<file path="src/rtl/sensor_conditioner_pkg.sv">
// Shared types and default timing constants for the speed-alert sign front end.
package sensor_conditioner_pkg;

    typedef enum logic {
        IDLE  = 1'b0,
        ARMED = 1'b1
    } cond_state_e;

    // Defaults shared with the downstream speed-threshold logic.
    localparam int unsigned DEFAULT_DEBOUNCE_CYCLES = 1000;
    localparam int unsigned DEFAULT_ARM_TIMEOUT     = 50_000_000;
    localparam int unsigned DEFAULT_CNT_W           = 32;

endpackage

</file>
<file path="src/rtl/sensor_conditioner_if.sv">
// Sensor bus between the raw loop/beam lines and the conditioned pass events.
// SENSOR_BIDIR_EN adds the dir signal (0 = 1->2, 1 = 2->1).
interface sensor_conditioner_if;
    logic sensor1_raw;
    logic sensor2_raw;
    logic sensor1_clean;
    logic sensor2_clean;
    logic start;
    logic stop;
    logic abort;
    logic armed;
`ifdef SENSOR_BIDIR_EN
    logic dir;

    modport master (
        output sensor1_raw, sensor2_raw,
        input  sensor1_clean, sensor2_clean, start, stop, abort, armed, dir
    );
    modport slave (
        input  sensor1_raw, sensor2_raw,
        output sensor1_clean, sensor2_clean, start, stop, abort, armed, dir
    );
`else
    modport master (
        output sensor1_raw, sensor2_raw,
        input  sensor1_clean, sensor2_clean, start, stop, abort, armed
    );
    modport slave (
        input  sensor1_raw, sensor2_raw,
        output sensor1_clean, sensor2_clean, start, stop, abort, armed
    );
`endif
endinterface

</file>
<file path="src/rtl/sensor_debounce.sv">
// One sensor channel: 2-FF synchroniser, debounce counter and rising-edge pulse of the clean level.
module sensor_debounce
    import sensor_conditioner_pkg::*;
#(
    parameter int unsigned DEBOUNCE_CYCLES = DEFAULT_DEBOUNCE_CYCLES,
    parameter int unsigned CNT_W           = DEFAULT_CNT_W
) (
    input  logic clk,
    input  logic rst_n,
    input  logic raw,
    output logic clean,
    output logic rise_c
);

    localparam logic [CNT_W-1:0] CNT_LAST = CNT_W'(DEBOUNCE_CYCLES - 1);

    logic             sync1;
    logic             synced;
    logic             clean_prev;
    logic [CNT_W-1:0] cnt;

    // Clean level only follows synced after DEBOUNCE_CYCLES consecutive differing cycles.
    always_ff @(posedge clk or negedge rst_n) begin
        if (!rst_n) begin
            sync1      <= 1'b0;
            synced     <= 1'b0;
            clean      <= 1'b0;
            clean_prev <= 1'b0;
            cnt        <= '0;
        end else begin
            sync1      <= raw;
            synced     <= sync1;
            clean_prev <= clean;
            if (synced == clean) begin
                cnt <= '0;
            end else if (cnt == CNT_LAST) begin
                clean <= ~clean;
                cnt   <= '0;
            end else if (cnt != '1) begin
                cnt <= cnt + CNT_W'(1);
            end
        end
    end

    assign rise_c = clean & ~clean_prev;

endmodule

</file>
<file path="src/rtl/sensor_conditioner.sv">
// Conditions the two vehicle sensors and pairs entry/exit edges into start/stop/abort pulses.
// SENSOR_BIDIR_EN also recognises 2->1 passes and exposes the latched direction on dir.
module sensor_conditioner
    import sensor_conditioner_pkg::*;
#(
    parameter int unsigned DEBOUNCE_CYCLES = DEFAULT_DEBOUNCE_CYCLES,
    parameter int unsigned ARM_TIMEOUT     = DEFAULT_ARM_TIMEOUT,
    parameter int unsigned CNT_W           = DEFAULT_CNT_W
) (
    input  logic                  clk,
    input  logic                  rst_n,
    sensor_conditioner_if.slave   bus
);

    localparam logic [CNT_W-1:0] TIMER_LAST = CNT_W'(ARM_TIMEOUT - 1);

    logic             rise1_c;
    logic             rise2_c;
    logic             done_c;
    logic             again_c;
    cond_state_e      state;
    logic [CNT_W-1:0] timer;
    logic             start;
    logic             stop;
    logic             abort;

    sensor_debounce #(
        .DEBOUNCE_CYCLES (DEBOUNCE_CYCLES),
        .CNT_W           (CNT_W)
    ) u_deb1 (
        .clk    (clk),
        .rst_n  (rst_n),
        .raw    (bus.sensor1_raw),
        .clean  (bus.sensor1_clean),
        .rise_c (rise1_c)
    );

    sensor_debounce #(
        .DEBOUNCE_CYCLES (DEBOUNCE_CYCLES),
        .CNT_W           (CNT_W)
    ) u_deb2 (
        .clk    (clk),
        .rst_n  (rst_n),
        .raw    (bus.sensor2_raw),
        .clean  (bus.sensor2_clean),
        .rise_c (rise2_c)
    );

`ifdef SENSOR_BIDIR_EN
    logic dir;

    // The sensor that armed the pass re-triggers it; the other one completes it.
    assign done_c  = dir ? rise1_c : rise2_c;
    assign again_c = dir ? rise2_c : rise1_c;
    assign bus.dir = dir;
`else
    assign done_c  = rise2_c;
    assign again_c = rise1_c;
`endif

    // Pass tracker: completion beats re-trigger, re-trigger beats timeout.
    always_ff @(posedge clk or negedge rst_n) begin
        if (!rst_n) begin
            state <= IDLE;
            timer <= '0;
            start <= 1'b0;
            stop  <= 1'b0;
            abort <= 1'b0;
`ifdef SENSOR_BIDIR_EN
            dir   <= 1'b0;
`endif
        end else begin
            start <= 1'b0;
            stop  <= 1'b0;
            abort <= 1'b0;
            case (state)
                IDLE: begin
                    if (rise1_c) begin
                        start <= 1'b1;
                        timer <= '0;
                        state <= ARMED;
`ifdef SENSOR_BIDIR_EN
                        dir   <= 1'b0;
                    end else if (rise2_c) begin
                        start <= 1'b1;
                        timer <= '0;
                        state <= ARMED;
                        dir   <= 1'b1;
`endif
                    end
                end
                ARMED: begin
                    if (done_c) begin
                        stop  <= 1'b1;
                        state <= IDLE;
                    end else if (again_c) begin
                        start <= 1'b1;
                        timer <= '0;
                    end else if (timer == TIMER_LAST) begin
                        abort <= 1'b1;
                        state <= IDLE;
                    end else begin
                        timer <= timer + CNT_W'(1);
                    end
                end
                default: state <= IDLE;
            endcase
        end
    end

    assign bus.start = start;
    assign bus.stop  = stop;
    assign bus.abort = abort;
    assign bus.armed = (state == ARMED);

endmodule
</file>
<file path="src/flat_wrapper.sv">
// flat-port wrapper written by rule: the top's interface ports become plain ports
module sensor_conditioner_flat import sensor_conditioner_pkg::*;
#(
    parameter int unsigned DEBOUNCE_CYCLES = DEFAULT_DEBOUNCE_CYCLES,
    parameter int unsigned ARM_TIMEOUT     = DEFAULT_ARM_TIMEOUT,
    parameter int unsigned CNT_W           = DEFAULT_CNT_W
)
  (clk, rst_n, bus_sensor1_raw, bus_sensor2_raw, bus_sensor1_clean, bus_sensor2_clean, bus_start, bus_stop, bus_abort, bus_armed);
  sensor_conditioner_if bus_i ();
  input  logic clk;
  input  logic rst_n;
  input wire logic [$bits(bus_i.sensor1_raw)-1:0] bus_sensor1_raw;
  input wire logic [$bits(bus_i.sensor2_raw)-1:0] bus_sensor2_raw;
  output wire logic [$bits(bus_i.sensor1_clean)-1:0] bus_sensor1_clean;
  output wire logic [$bits(bus_i.sensor2_clean)-1:0] bus_sensor2_clean;
  output wire logic [$bits(bus_i.start)-1:0] bus_start;
  output wire logic [$bits(bus_i.stop)-1:0] bus_stop;
  output wire logic [$bits(bus_i.abort)-1:0] bus_abort;
  output wire logic [$bits(bus_i.armed)-1:0] bus_armed;
  assign bus_i.sensor1_raw = bus_sensor1_raw;
  assign bus_i.sensor2_raw = bus_sensor2_raw;
  assign bus_sensor1_clean = bus_i.sensor1_clean;
  assign bus_sensor2_clean = bus_i.sensor2_clean;
  assign bus_start = bus_i.start;
  assign bus_stop = bus_i.stop;
  assign bus_abort = bus_i.abort;
  assign bus_armed = bus_i.armed;
  sensor_conditioner #(.DEBOUNCE_CYCLES(DEBOUNCE_CYCLES), .ARM_TIMEOUT(ARM_TIMEOUT), .CNT_W(CNT_W)) u_core (.clk(clk), .rst_n(rst_n), .bus(bus_i));
endmodule
</file>
<file path="config.mk">
export PLATFORM = sky130hd
export DESIGN_NAME = sensor_conditioner_flat
export DESIGN_NICKNAME = d
export VERILOG_FILES = /design/src/rtl/sensor_conditioner_pkg.sv /design/src/rtl/sensor_conditioner_if.sv /design/src/rtl/sensor_debounce.sv /design/src/rtl/sensor_conditioner.sv /design/src/flat_wrapper.sv
export SDC_FILE = /design/constraint.sdc
export NUM_CORES = 1
export LEC_CHECK = 0
export CAP_MARGIN = 20
export CELL_PAD_IN_SITES_DETAIL_PLACEMENT = 0
export CELL_PAD_IN_SITES_GLOBAL_PLACEMENT = 1
export CORE_MARGIN = 2
export CORE_UTILIZATION = 49
export DETAILED_ROUTE_END_ITERATION = 10
export PLACE_DENSITY = 0.77
export SETUP_SLACK_MARGIN = 0.3
export SYNTH_ARGS = -nofsm -noshare
export SYNTH_HDL_FRONTEND = slang
export SYNTH_SLANG_ARGS = --single-unit
</file>
<file path="constraint.sdc">
create_clock -name clk -period 2.4 [get_ports clk]
set_input_delay 0.48 -clock clk [delete_from_list [all_inputs] [get_ports clk]]
set_output_delay 0.48 -clock clk [all_outputs]
set_load 0.005 [all_outputs]
</file>
Word-level counts from Yosys, hierarchy flattened --
Cells that the tools add are included.
Cells by class: add/subtract/negate cells 3, eq/ne operators 10, multiplexer cells 24, bitwise operators 9, reductions and logical operators 5
Operators by type and width (number):
- $mux 32 | 10
- $add 32x1->32 const B | 3
- $eq 32x10->1 const B | 2
- $ne 32x32->1 const B | 2
- $pmux 32 s2 | 1
- $eq 32x26->1 const B | 1
- $mux 1 | 11
- $not 1->1 | 7
- $reduce_bool 3->1 | 2
- $pmux 1 s2 | 2
- $reduce_and 2->1 | 2
- $ne 3x2->1 const B | 1
- $reduce_and 3->1 | 1
- $and 1x1->1 | 2
- $eq 1x1->1 | 2
- $ne 2x1->1 const B | 1
- $ne 2x2->1 const B | 1
Storage, ports and cells: bits in registers 108, logic and storage cells 66

Logic depth before layout (Yosys ltp) --
Gate-level depths: netlist of the first run.
depth in word-level cells 5, gate-level depth with buffers 9

Hierarchy --
From an unflattened synthesis of the first run, not the netlist that was laid out.
Second synthesis, totals: cell total of the unflattened synthesis 610, area, all modules 6002.0 um2
By module, submodules not included:
- sensor_debounce | instances 2, cells an instance 196, area an instance 1941.9 um2, sequential area each 900.9 um2
- sensor_conditioner | instances 1, cells an instance 218, area an instance 2118.3 um2, sequential area each 900.9 um2

Worst setup path after synthesis of the first run --
Ideal clock, no wire load.
path kind flip-flop to flip-flop, start point register u_core.u_deb2.cnt[0], end point register u_core.u_deb2.cnt[30], arrival 1901 ps, slack 426 ps, cell stages (with the launch flop) 7, buffers on the path 0, clock period less this slack 1974 ps, cells stage by stage dfrtp_1 -> ha_1 -> and4_2 -> nand4_1 -> or4_4 -> or3_1 -> a21oi_2
Between the ends: cells in the longest elaborated chain, start to end 4, elaborated cells between the ends (all ways) 7
RTL lines:
- start: declaration | line sensor_debounce.sv:20 | logic [CNT_W-1:0] cnt;
- start signal: assignment | line sensor_debounce.sv:40 | cnt <= cnt + CNT_W'(1);
- $add 32x1->32 | line sensor_debounce.sv:40
- $mux 32 | line sensor_debounce.sv:39 | end else if (cnt != '1) begin
- $mux 32 | line sensor_debounce.sv:36 | end else if (cnt == CNT_LAST) begin
- $mux 32 | line sensor_debounce.sv:34 | if (synced == clean) begin
Parallel ways exist; a longest one is shown, timed or not. The select of a mux whose other input is x is not followed. A chain may end at the register's enable or synchronous reset.

Worst setup path after layout of the first run --
start point register u_core.u_deb2.cnt[1], end point register u_core.u_deb2.cnt[26]
The elaborated chain is that of the path after synthesis.

==> results of run 1 <==
[routing by layer]
| metal | global-route usage [%] | vias up | wire length [µm] |
|---|---|---|---|
| met5 | 0 | - | 0 |
| met4 | 5.86 | 0 | 187 |
| met3 | 5.22 | 18 | 617 |
| met2 | 38.3 | 143 | 7410 |
| met1 | 31.4 | 2678 | 7080 |
| li1 | - | 2557 | - |
[cell families (layout without fill, tap and decap cells)]
family	after synthesis	after routing	share of synthesized area, %
AND/OR/NAND/NOR	312	314	31.8
AO/OA/AOI/OAI	168	170	16.6
flip-flops	108	108	44.5
buffers and inverters	39	75	3.87
XOR/XNOR	10	10	1.44
multiplexers	6	6	1.23
adder cells (fa/ha/maj)	3	3	0.617
[cells in the final DEF, fill, tap and decap left out, types with 7 or more instances in the layout]
master and instances:
buf_4 29, clkdlybuf4s50_1 8, dfrtp_2 8, o21ai_0 42
o21ai_1 10, nor3_1 10, a21oi_1 60, a31oi_1 7
nor2_1 25, nand2_1 44, clkbuf_16 10, nor4_1 14
nand3_1 37, dfrtp_1 100, o211ai_1 8, o31ai_1 16
and3_1 10, nand4_1 26, or3_1 46, or4_1 21
nor4_4 7, inv_1 15
[Yosys cell counts, types with 11 or more instances]
| library cell | instances |
|---|---|
| inv_1 | 15 |
| or4_1 | 21 |
| nor4_1 | 18 |
| o31ai_1 | 16 |
| nand2_1 | 45 |
| and3_1 | 11 |
| nand4_1 | 26 |
| a21oi_1 | 62 |
| or3_1 | 50 |
| o21ai_0 | 42 |
| nor2_1 | 27 |
| nand3_1 | 39 |
| dfrtp_1 | 108 |
[flip-flops by register name, indices dropped and copies added, names as in the netlist]
register                  count
u_core.bus.armed              1
u_core.u_deb1.synced          1
u_core.u_deb2.synced          1
u_core.bus.abort              1
u_core.timer                 32
u_core.u_deb1.clean           1
u_core.u_deb1.sync1           1
u_core.bus.stop               1
u_core.u_deb1.clean_prev      1
u_core.bus.start              1
u_core.u_deb2.cnt            32
u_core.u_deb2.sync1           1
u_core.u_deb2.clean_prev      1
u_core.u_deb2.clean           1
u_core.u_deb1.cnt            32
[final cells by class]
type / instances / area (µm²)
clock inverter: 4 / 48.8
clock buffer: 12 / 246
inverter: 16 / 60.1
tap: 168 / 210
timing repair buffer: 43 / 408
multi-input combinational: 503 / 3400
fill: 1051 / 4980
sequential: 108 / 2710
[where the power goes]
part | switching (W) | internal [W]
registers | 0.0000144 | 0.00183
logic | 0.0000759 | 0.0000434
clock network | 0.000668 | 0.000838
[worst max-delay path: stages, from the launching register on]
cell and delay, ns:
dfrtp_1 0.42, ha_4 0.17, and4_4 0.26, nand4_1 0.15
or4_4 0.58, or3_4 0.34, a21oi_2 0.13
[timing repair]
item,in CTS,in global routing
endpoints found under the setup margin,22,82
gates cloned,1,5
resized for setup,5,42
buffers inserted,4,15
pin swaps,2,19
[through the flow]
step | setup slack, ns | hold WS (ns)
2_1_floorplan | 0.426 | 0.184
3_3_place_gp | 0.207 | 0.336
3_5_place_dp | 0.127 | 0.347
4_1_cts | 0.231 | 0.148
5_1_grt | 0.200 | 0.157
6_report | 0.281 | 0.126
[worst max path at each step]
stage / start / to / slack, ns
after floorplan: u_core.u_deb2.cnt[0] / u_core.u_deb2.cnt[30] / 0.43
after global placement: u_core.u_deb2.cnt[0] / u_core.u_deb2.cnt[1] / 0.21
after detailed placement: u_core.u_deb2.cnt[0] / u_core.u_deb2.cnt[1] / 0.13
after CTS: u_core.u_deb2.cnt[25] / u_core.u_deb2.cnt[1] / 0.23
after global routing: u_core.u_deb2.cnt[1] / u_core.u_deb2.cnt[26] / 0.20
final: u_core.u_deb2.cnt[1] / u_core.u_deb2.cnt[26] / 0.28
==> metrics.cfg, run 1 <==
[power_and_ir_drop]
leakagePower_nw=2.76
total_power_w=0.00347
p_per_area_mw_per_mm2=490
vdd_drop_max_v=0.000398

[setup_path]
required_ns=2.68
r2r-end=u_core.u_deb2.cnt[26]
reg2reg_depth=6
cp-start-kind=flop
r2r_slack_ns=0.28
timing.rr.start=u_core.u_deb2.cnt[1]
worstPathArrival_ns=2.40
end_kind=flop
path_class=flop to flop
path_max_fanout=5

[synthesis]
synth_seq_cells=108
synth_cell_types=72
async_flop_share_pct=100
yosysWarningCount=0
synthFlopType=dfrtp_1
yosysTopAreaCell=dfrtp_1
syn_area_per_cell_um2=9.41
syn_area_mm2=0.00608
syn_nets=653
synth_edf_count=0
synthTopCellsByArea=dfrtp_1 (44%), or3_1 (5.1%), a21oi_1 (5.1%), o21ai_0 (3.5%), nand3_1 (3.2%)
ys_seq_area_share_pct=44.5
netlist.area_leader.share_pct=44.5
syn_inst=646

[clock_tree]
clock-root-buffer=clkbuf_16
hold_buffers=0
clk_path_buf_depth=2
cts_buffers=9
clk_pin_slew_worst_paths_ns=0.07
clock_sinks=108
htreeDepth=3
clock_latency_ns=0.35
cts_tree=yes

[finish]
instances_no_fill=854
stdcell_area_mm2=0.00709
drive_above_1_share_pct=19.4
antenna_cells=0
final_nets=688
final_util_pct=58.7
area_growth_pct=16.5

[global_route]
globalRoute.totalOverflow=0
grt_max_degree=67
grt_util_all_layers_pct=23.3
antenna_found_initial=0
grt_pass1_wl_um=25000
grt_pass1_vias=5110

[detailed_routing]
firstDrtPassIters=5
wl_um=15300
drt_iter0_markers=475
wl_per_cell_um=17.9
vias=5396
route.detailed.drc=0
ant_nets=0
post_drt_via_cell_ratio=6.32

[place]
io_buffers=9
dpl_cell_area_mm2=0.00635
dp_cells=813
hpwl_um=9510
gp_congestion=0.828

[floorplan]
die-area_mm2=0.0133
start_util_pct=50.4
num_rows=40
coreArea_mm2=0.0121
die_w_um=115
die_y_um=115
ioPinCount=10

[run]
drv_cap=0

[sta]
tightest_slew_ns=0.541
drv_slew=0
fmax_mhz=472
setup_viol=0
min_period_ns=2.12
worst_slew_margin_rel_pct=63.7
fin_setup_tns_ns=0
finClkSkew_ns=0.00705
hold_viol=0
period_share_pct=88.3
rsz0062_at_grt=yes

[outcome]
outcome=completed

[hold_path]
min_path_type=primary input to asynchronous set/reset pin

Note: power is estimated with default switching activity, not from simulation.
==> run 2, diff against run 1 <==
--- a/config.mk
+++ b/config.mk
@@ -9,9 +9,9 @@
 export CELL_PAD_IN_SITES_DETAIL_PLACEMENT = 0
 export CELL_PAD_IN_SITES_GLOBAL_PLACEMENT = 1
 export CORE_MARGIN = 2
-export CORE_UTILIZATION = 49
+export CORE_UTILIZATION = 45
 export DETAILED_ROUTE_END_ITERATION = 10
-export PLACE_DENSITY = 0.77
+export PLACE_DENSITY = 0.72
 export SETUP_SLACK_MARGIN = 0.3
 export SYNTH_ARGS = -nofsm -noshare
 export SYNTH_HDL_FRONTEND = slang
==> metrics.cfg, run 2 (same netlist as run 1, synthesis figures left out) <==
[outcome]
outcome=completed

[clock_tree]
htreeDepth=3
clk_path_buf_depth=2
clock_latency_ns=0.35
clk_pin_slew_worst_paths_ns=0.07
clock_sinks=108
clock-root-buffer=clkbuf_16
cts_tree=yes
cts_buffers=9

[finish]
final_nets=701
layout_common_cells=dfrtp_1 (105), a21oi_1 (61), or3_1 (46)
area_growth_pct=18.3
antenna_cells=0
drive_above_1_share_pct=19.3
reg_top3=u_core.timer (32), u_core.u_deb1.cnt (32), u_core.u_deb2.cnt (32)
final_common_cell=dfrtp_1
stdcell_area_mm2=0.00719

[global_route]
antenna_found_initial=0
grt_pass1_vias=5053
globalRoute.totalOverflow=0
grt_max_degree=49
grt_util_all_layers_pct=21.5
grt_pass1_wl_um=25300

[setup_path]
required_ns=2.68
end_kind=flop
path_class=flop to flop
reg2reg_depth=6
cp-start-kind=flop
path_max_fanout=4
worstPathArrival_ns=2.38

[run]
drv_cap=0

[sta]
worst_slew_margin_rel_pct=46.6
tightest_slew_ns=0.795
period_share_pct=87.4
fmax_mhz=477
min_period_ns=2.10
fin_setup_tns_ns=0
finClkSkew_ns=0.00654
rsz0062_at_grt=yes
drv_slew=0
hold_viol=0
setup_viol=0

[floorplan]
die_y_um=120
die-area_mm2=0.0145
num_rows=42
coreArea_mm2=0.0132
ioPinCount=10
die_w_um=120
start_util_pct=45.9

[place]
dpl_cell_area_mm2=0.00636
hpwl_um=10000
gp_congestion=0.811
io_buffers=9

[power_and_ir_drop]
leakagePower_nw=2.84
p_per_area_mw_per_mm2=526
vdd_drop_max_v=0.000483

[detailed_routing]
drt_iter0_markers=546
post_drt_via_cell_ratio=6.26
route.detailed.drc=0
ant_nets=0
firstDrtPassIters=5
vias=5481
wl_per_cell_um=18.1
wl_um=15900

[hold_path]
min_path_type=primary input to asynchronous set/reset pin

## run 2: cell count changes in the layout (fill, tap and decap cells not counted), moves of 2 or more
cell       previous run  this run
nor2_1               25        27
nor2_2                2         0
dfrtp_2               8         3
and4_4                5         7
nand3_2               4         2
dfrtp_1             100       105
nor4_1               14        16
bufinv_16             1         4
buf_12                4         1
buf_4                29        44
## run 2: timing repair
item | 4_1_cts | 5_1_grt
hold buffers | 0 | 0
pin swaps | 1 | 18
setup endpoints to repair | 13 | 70
resized for setup | 6 | 34
setup buffers | 2 | 25
gates cloned | 1 | 5
## run 2: metrics by stage
| step | utilization [%] | cells | setup slack (ns) | total power (W) | hold WS [ns] |
|---|---|---|---|---|---|
| final | 54.3 | 875 | 0.302 | 0.00378 | 0.138 |
| after global routing | 54.3 | 875 | 0.238 | 0.00393 | 0.181 |
| after CTS | 51.1 | 845 | 0.281 | 0.00381 | 0.160 |
| after detailed placement | 48.0 | 826 | 0.262 | 0.00197 | 0.337 |
| after global placement | 48.0 | 826 | 0.312 | 0.00197 | 0.333 |
| after floorplan | - | 646 | 0.426 | 0.00192 | 0.184 |
## run 2: final timing paths
path	start	end	slack, ns
setup reg to reg	u_core.u_deb2.cnt[1]	u_core.u_deb2.cnt[30]	0.30
max in group asynchronous	rst_n	u_core.u_deb1.cnt[15]	1.55
setup / recovery	u_core.u_deb2.cnt[1]	u_core.u_deb2.cnt[30]	0.30
hold reg to reg	u_core.u_deb1.sync1	u_core.u_deb1.synced	0.35
min in group clk	u_core.u_deb1.sync1	u_core.u_deb1.synced	0.35
hold / removal	rst_n	u_core.bus.armed	0.14
## run 2: routing by layer
metal | vias up | global-route usage (%) | wire length (µm)
li1 | 2608 | - | -
met1 | 2735 | 29.2 | 7240
met2 | 121 | 35.4 | 7700
met3 | 17 | 4.81 | 709
met4 | 0 | 4.87 | 235
met5 | - | 0 | 0
## run 2: worst max-delay path: stages, from the launching register on
cell and delay, ns:
dfrtp_1 0.42, ha_4 0.17, and4_4 0.25, nand4_1 0.15
or4_4 0.59, or3_4 0.34, a21oi_2 0.12
## run 2: power breakdown
group | total [W] | internal (W) | leakage [nW] | switching [W]
logic | 0.000126 | 0.0000479 | 1.17 | 0.0000784
registers | 0.00184 | 0.00183 | 1.49 | 0.0000128
clock network | 0.00181 | 0.00113 | 0.177 | 0.000684
## run 2: layout make-up
type	instances	area (µm²)
Clock buffer	10	229
Clock inverter	6	134
Fill cell	1233	6050
Inverter	16	60.1
Multi-Input combinational cell	505	3400
Sequential cell	108	2710
Tap cell	176	220
Timing Repair Buffer	54	442
